**config.mk**
```make
export PLATFORM = sky130hd
export DESIGN_NAME = seg_share_arbiter
export DESIGN_NICKNAME = d
export VERILOG_FILES = /design/src/rtl/seg_share_arbiter.sv
export SDC_FILE = /design/constraint.sdc
export NUM_CORES = 1
export LEC_CHECK = 0
export CORE_UTILIZATION = 53
export DETAILED_ROUTE_END_ITERATION = 10
export MAX_ROUTING_LAYER = met4
export PLACE_DENSITY_LB_ADDON = 0.15
export SYNTH_ARGS = -nofsm -noshare
export SYNTH_HDL_FRONTEND = slang
export SYNTH_SLANG_ARGS = --single-unit
```
**constraint.sdc**
```tcl
create_clock -name clk -period 5.1 [get_ports clk]
set_input_delay 0.765 -clock clk [delete_from_list [all_inputs] [get_ports clk]]
set_output_delay 0.765 -clock clk [all_outputs]
set_load 0.05 [all_outputs]
```
**src/rtl/seg_share_arbiter.sv**
```systemverilog
// Round-robin owner arbitration for the eight shared seven-segment digits.
// The grant has a guaranteed minimum hold and is preempted after a bounded maximum under contention.
module seg_share_arbiter #(
  parameter int unsigned MIN_HOLD = 16,
  parameter int unsigned MAX_HOLD = 256,
  parameter int unsigned CNT_W    = 16
) (
  input  logic        clk,
  input  logic        rst,
  input  logic [3:0]  req,
  input  logic [31:0] data0,
  input  logic [31:0] data1,
  input  logic [31:0] data2,
  input  logic [31:0] data3,
  input  logic [7:0]  mask0,
  input  logic [7:0]  mask1,
  input  logic [7:0]  mask2,
  input  logic [7:0]  mask3,
  output logic [3:0]  gnt,
  output logic [1:0]  owner,
  output logic        busy,
  output logic        preempt,
  output logic [7:0]  seg0,
  output logic [7:0]  seg1,
  output logic [7:0]  seg2,
  output logic [7:0]  seg3,
  output logic [7:0]  seg4,
  output logic [7:0]  seg5,
  output logic [7:0]  seg6,
  output logic [7:0]  seg7
);

  localparam logic [CNT_W-1:0] MinHold = CNT_W'(MIN_HOLD);
  localparam logic [CNT_W-1:0] MaxHold = CNT_W'(MAX_HOLD);
  localparam logic [CNT_W-1:0] KOne    = CNT_W'(1);

  typedef enum logic [1:0] {StIdle, StLock, StOpen} state_e;

  state_e           state_q, state_d;
  logic [1:0]       owner_q, owner_d;
  logic [1:0]       last_q, last_d;
  logic [CNT_W-1:0] k_q, k_d;
  logic             preempt_q, preempt_d;
  logic [31:0]      data_q, data_d;
  logic [7:0]       mask_q, mask_d;

  logic [3:0][31:0] data_arr;
  logic [3:0][7:0]  mask_arr;
  logic [3:0]       others;
  logic [2:0]       pick_any, pick_oth;
  logic             grant, go_idle;
  logic [1:0]       win;
  logic [7:0][7:0]  seg_v;

  assign data_arr = {data3, data2, data1, data0};
  assign mask_arr = {mask3, mask2, mask1, mask0};

  // Returns {found, index}; the scan starts just after the previous winner.
  function automatic logic [2:0] rr_pick(input logic [3:0] r, input logic [1:0] from);
    logic [1:0] idx;
    logic [2:0] res;
    res = 3'b000;
    for (int i = 1; i <= 4; i++) begin
      idx = from + 2'(i);
      if (r[idx] && !res[2]) res = {1'b1, idx};
    end
    return res;
  endfunction

  function automatic logic [7:0] hex2seg(input logic [3:0] h);
    logic [7:0] s;
    unique case (h)
      4'h0: s = 8'h03;
      4'h1: s = 8'h9F;
      4'h2: s = 8'h25;
      4'h3: s = 8'h0D;
      4'h4: s = 8'h99;
      4'h5: s = 8'h49;
      4'h6: s = 8'h41;
      4'h7: s = 8'h1F;
      4'h8: s = 8'h01;
      4'h9: s = 8'h09;
      4'hA: s = 8'h11;
      4'hB: s = 8'hC1;
      4'hC: s = 8'h63;
      4'hD: s = 8'h85;
      4'hE: s = 8'h61;
      default: s = 8'h71;
    endcase
    return s;
  endfunction

  always_comb begin
    state_d   = state_q;
    owner_d   = owner_q;
    last_d    = last_q;
    k_d       = k_q;
    preempt_d = 1'b0;
    data_d    = data_q;
    mask_d    = mask_q;
    grant     = 1'b0;
    go_idle   = 1'b0;
    win       = 2'd0;

    others   = req & ~(4'b0001 << owner_q);
    pick_any = rr_pick(req, last_q);
    pick_oth = rr_pick(others, last_q);

    unique case (state_q)
      StIdle: begin
        if (pick_any[2]) begin
          grant = 1'b1;
          win   = pick_any[1:0];
        end
      end
      StOpen: begin
        if (!req[owner_q]) begin
          if (pick_oth[2]) begin
            grant = 1'b1;
            win   = pick_oth[1:0];
          end else begin
            go_idle = 1'b1;
            state_d = StIdle;
          end
        end else if (pick_oth[2] && k_q >= MaxHold) begin
          grant     = 1'b1;
          win       = pick_oth[1:0];
          preempt_d = 1'b1;
        end
      end
      default: ;  // StLock: owner keeps the grant whatever req does
    endcase

    if (grant) begin
      owner_d = win;
      last_d  = win;
      k_d     = KOne;
      state_d = (KOne >= MinHold) ? StOpen : StLock;
      data_d  = data_arr[win];
      mask_d  = mask_arr[win];
    end else if (state_q != StIdle && !go_idle) begin
      if (k_q < MaxHold) k_d = k_q + KOne;
      state_d = (k_d >= MinHold) ? StOpen : StLock;
      // Dropping req freezes the displayed value until ownership ends.
      if (req[owner_q]) begin
        data_d = data_arr[owner_q];
        mask_d = mask_arr[owner_q];
      end
    end
  end

  always_ff @(posedge clk or posedge rst) begin
    if (rst) begin
      state_q   <= StIdle;
      owner_q   <= 2'd0;
      last_q    <= 2'd3;
      k_q       <= '0;
      preempt_q <= 1'b0;
      data_q    <= 32'h0;
      mask_q    <= 8'h00;
    end else begin
      state_q   <= state_d;
      owner_q   <= owner_d;
      last_q    <= last_d;
      k_q       <= k_d;
      preempt_q <= preempt_d;
      data_q    <= data_d;
      mask_q    <= mask_d;
    end
  end

  assign busy    = (state_q != StIdle);
  assign owner   = owner_q;
  assign gnt     = busy ? (4'b0001 << owner_q) : 4'b0000;
  assign preempt = preempt_q;

  always_comb begin
    for (int i = 0; i < 8; i++) begin
      if (!busy || !mask_q[i]) seg_v[i] = 8'hFF;
      else seg_v[i] = hex2seg(data_q[4*i +: 4]);
    end
  end

  assign seg0 = seg_v[0];
  assign seg1 = seg_v[1];
  assign seg2 = seg_v[2];
  assign seg3 = seg_v[3];
  assign seg4 = seg_v[4];
  assign seg5 = seg_v[5];
  assign seg6 = seg_v[6];
  assign seg7 = seg_v[7];

endmodule

```
==> reports/results.md <==
| Metric | This run |
|:---|:---|
| Skew-Pair Late Insertion Delay | 0.33 ns |
| Commonest cells after routing, fill and taps aside | sky130_fd_sc_hd__clkdlybuf4s50_1, sky130_fd_sc_hd__nand2_1, sky130_fd_sc_hd__mux2i_1, sky130_fd_sc_hd__dfrtp_1, sky130_fd_sc_hd__ha_1 |
| Endpoints failing hold | 0 |
| Clock sinks | 63 |
| Global route overflow | 0 |
| Maximum clock insertion buffer count | 2 |
| Max-capacitance violation count | 0 |
| Power Density | 727 nW/um^2 |
| Syn-to-layout area delta | 31.8% |
| Relative max-transition margin | 26.3% |
| Aggregate global-route resource usage | 31.6% |
| Reg-to-reg startpoint | owner[0] |
| Unrepaired setup endpoints after global routing | false |
| Pin count of the biggest net entering global routing | 43 |
| Number of distinct library cells after synthesis | 60 |
| Num rows | 43 |
| Wire length per cell | 19.0 um |
| Hpwl dp | 16300 um |
| Remaining number of nets flagged by the antenna check after routing | 0 |
| Number of inserted filler cells in the final layout | 1115 |
| Width of the die | 123 um |
| Met2 Usage GRT | 55.3% |
| Worst slack at placement | 1.03 ns |
| Most utilized layer in the global route result | met2 |
| Overall die area | 15100 sq um |
| Seq/Total Area, Yosys | 20.4% |
| GR met1 Demand/Resource | 37.0% |
| Top-Level Pins | 238 |
| Number of port buffers | 229 |
| Startpoint Class | register |
| Highest cell delay on the worst timing path | 0.86 ns |
| Starting utilization of the core area | 55.1% |
| Wire length after detailed routing | 23000 um |
| Max-slew violation count | 0 |
| Fraction of registers with async set/reset | 100% |
| Cell type of the slowest stage on the worst timing path | sky130_fd_sc_hd__clkdlybuf4s50_1 |
| Largest clock skew in the final design | 0.00419 ns |
| Total negative setup slack | 0 ns |
| Number of warning messages in the yosys log | 0 |
| CTS tree | yes |
| Crit share post-route | 73.9% |
| Flops & latches, synth | 63 |
| Core Area | 14000 sq um |
| Root Buffer | sky130_fd_sc_hd__clkbuf_16 |
| Number of nets in the finished design | 1241 |
| Critical setup path kind | register to output port |
| Number of gates given a new drive strength after cts | 0 |
| Count of TritonRoute iterations in the first routing pass | 4 |
| Crit path max fanout | 12 |
| Post-route setup slack | 1.33 ns |
| Commonest non-fill, non-tap cell in the layout | sky130_fd_sc_hd__clkdlybuf4s50_1 |
| Class of the tightest hold or removal check | register to register |
| Die Span Y | 123 um |
| Final design instance area without fill | 10200 sq um |
| Startpoint of the most critical setup path | state_q[0] |
| Layout cell share with drive strength beyond 1 | 14.2% |
| Iter 0 DRT Violations | 570 |
| Worst VDD drop | 0.000575 V |
| Flip-flop cell with the highest count after synthesis | sky130_fd_sc_hd__dfrtp_1 |
| Worst-path cell chain | nor2_1 > inv_1 > and2_1 > a21boi_0 > o21ai_0 > clkdlybuf4s50_1 |
| Via count | 7486 |
| Post CTS Setup Buffer Count | 0 |
| H-tree level count | 3 |
| Gpl congestion | 0.884 |
| First-pass GRT wire length | 36000 um |
| Post-DP Area | 9880 sq um |
| Remaining DRCs | 0 |
| CP endpoint kind | output port |
| Crit path arrival time | 3.00 ns |
| Tightest Pin Transition | 1.10 ns |
| Final critical-path required period | 3.77 ns |
| Startpoint of the most critical hold path | k_q[11] |
| Number of antenna violations at the first check in global routing | 1 |
| Synthesized area | 7740 sq um |
| Post-synthesis average cell area | 9.06 sq um |
| Max Clock Freq | 266 MHz |
| Run status | finished clean |
| Worst hold margin | 0.488 ns |
| Num CTS Buffers | 9 |
| Leakage power | 4.32 nW |
| Clock transition at the registers of the reported paths | 0.06 ns |
| Vias per cell | 6.18 |
| Count of hold-fix buffers inserted at cts | 0 |
| EDFF count, synth | 0 |
| Count of endpoints failing setup in the final report | 0 |
| Required time at the worst-slack endpoint | 4.34 ns |
| Synth Instances | 854 |
| Met3 routing resource usage after global routing | 4.55% |
| Via count of the first global-routing pass | 7377 |
cell usage after synthesis, types with 3 or more instances:
cell	number	area, sq um
sky130_fd_sc_hd__buf_2	20	100
sky130_fd_sc_hd__buf_12	4	80.1
sky130_fd_sc_hd__mux2_2	12	135
sky130_fd_sc_hd__a21o_1	4	30.0
sky130_fd_sc_hd__inv_1	47	176
sky130_fd_sc_hd__nor3_1	8	40.0
sky130_fd_sc_hd__nor2_1	24	90.1
sky130_fd_sc_hd__a221oi_2	41	616
sky130_fd_sc_hd__o311ai_0	14	123
sky130_fd_sc_hd__a21oi_1	45	225
sky130_fd_sc_hd__a211oi_1	3	22.5
sky130_fd_sc_hd__o21ai_0	36	180
sky130_fd_sc_hd__mux4_2	49	1100
sky130_fd_sc_hd__dfrtp_1	61	1530
sky130_fd_sc_hd__mux2i_1	59	591
sky130_fd_sc_hd__nand2b_1	14	87.6
sky130_fd_sc_hd__and2_1	19	119
sky130_fd_sc_hd__ha_1	50	626
sky130_fd_sc_hd__nand2_1	141	529
sky130_fd_sc_hd__buf_4	9	67.6
sky130_fd_sc_hd__buf_6	7	78.8
sky130_fd_sc_hd__clkbuf_1	45	169
sky130_fd_sc_hd__and3_1	6	37.5
sky130_fd_sc_hd__o211ai_1	32	240
sky130_fd_sc_hd__o31ai_1	4	30.0
sky130_fd_sc_hd__o21ai_1	42	210
sky130_fd_sc_hd__nor2b_1	6	37.5
sky130_fd_sc_hd__nand3_1	9	45.0
critical path, delay by kind of cell (launching register included):
family,cells,cell delay (ns)
flip-flops,1,0.39
AO/OA/AOI/OAI,2,0.28
buffers and inverters,2,1.26
AND/OR/NAND/NOR,2,0.75
cell families (layout without fill, tap and decap cells):
family | count (synthesis) | count (layout) | share of synthesized area, %
compound gates | 239 | 239 | 24.0
xor+xnor | 4 | 4 | 0.453
other cells | 1 | 10 | 0.0485
mux | 120 | 120 | 23.6
buf+inv | 135 | 304 | 8.83
simple gates | 242 | 242 | 14.6
flops | 63 | 63 | 20.4
fa+ha+maj | 50 | 50 | 8.08
metrics by stage:
stage                     cells  total power, mW  util [%]
after floorplan             861             5.36         -
after global placement     1194             6.63      70.4
after detailed placement   1194             6.72      70.4
after CTS                  1210             7.42      72.6
after global routing       1211             7.92      72.6
final                      1212             7.42      72.7
final cells by class:
| class | instances | area [sq um] | area share, % |
|---|---|---|---|
| Timing Repair Buffer | 240 | 2370 | 23.3 |
| Inverter | 48 | 180 | 1.77 |
| Clock buffer | 10 | 229 | 2.24 |
| Multi-Input combinational cell | 663 | 5520 | 54.1 |
| Clock inverter | 6 | 85.1 | 0.834 |
| Tap cell | 180 | 225 | 2.21 |
| Sequential cell | 63 | 1580 | 15.5 |
| Antenna cell | 2 | 5.00 | 0.0490 |
sequential cells by signal (all words and copies together), names as in the netlist:
register  count
data_q       32
last_q        2
state_q       2
preempt       1
mask_q        8
owner         2
k_q          16
report_power, final:
part	internal, mW	switching, mW
Sequential	0.730	0.491
Clock	0.426	0.233
Combinational	2.24	3.30
Total	3.40	4.02
path summary, 6_finish.rpt:
| check | endpoint | depth (start not counted) | slack (ns) |
|---|---|---|---|
| worst min register to register | k_q[11] | 1 | 0.49 |
| worst max-delay path | seg5[1] | 6 | 1.33 |
| worst min-delay path | k_q[11] | 1 | 0.49 |
| worst max register to register | data_q[27] | 8 | 1.55 |
| max in group asynchronous | last_q[0] | 3 | 3.20 |
| min in group asynchronous | data_q[8] | 2 | 0.96 |
per-layer routing:
metal	vias up	wire length, um
met5	-	0
met3	41	1770
met1	3630	8970
met4	0	529
met2	342	11800
li1	3473	-
Power figures use the tool's default switching activity.
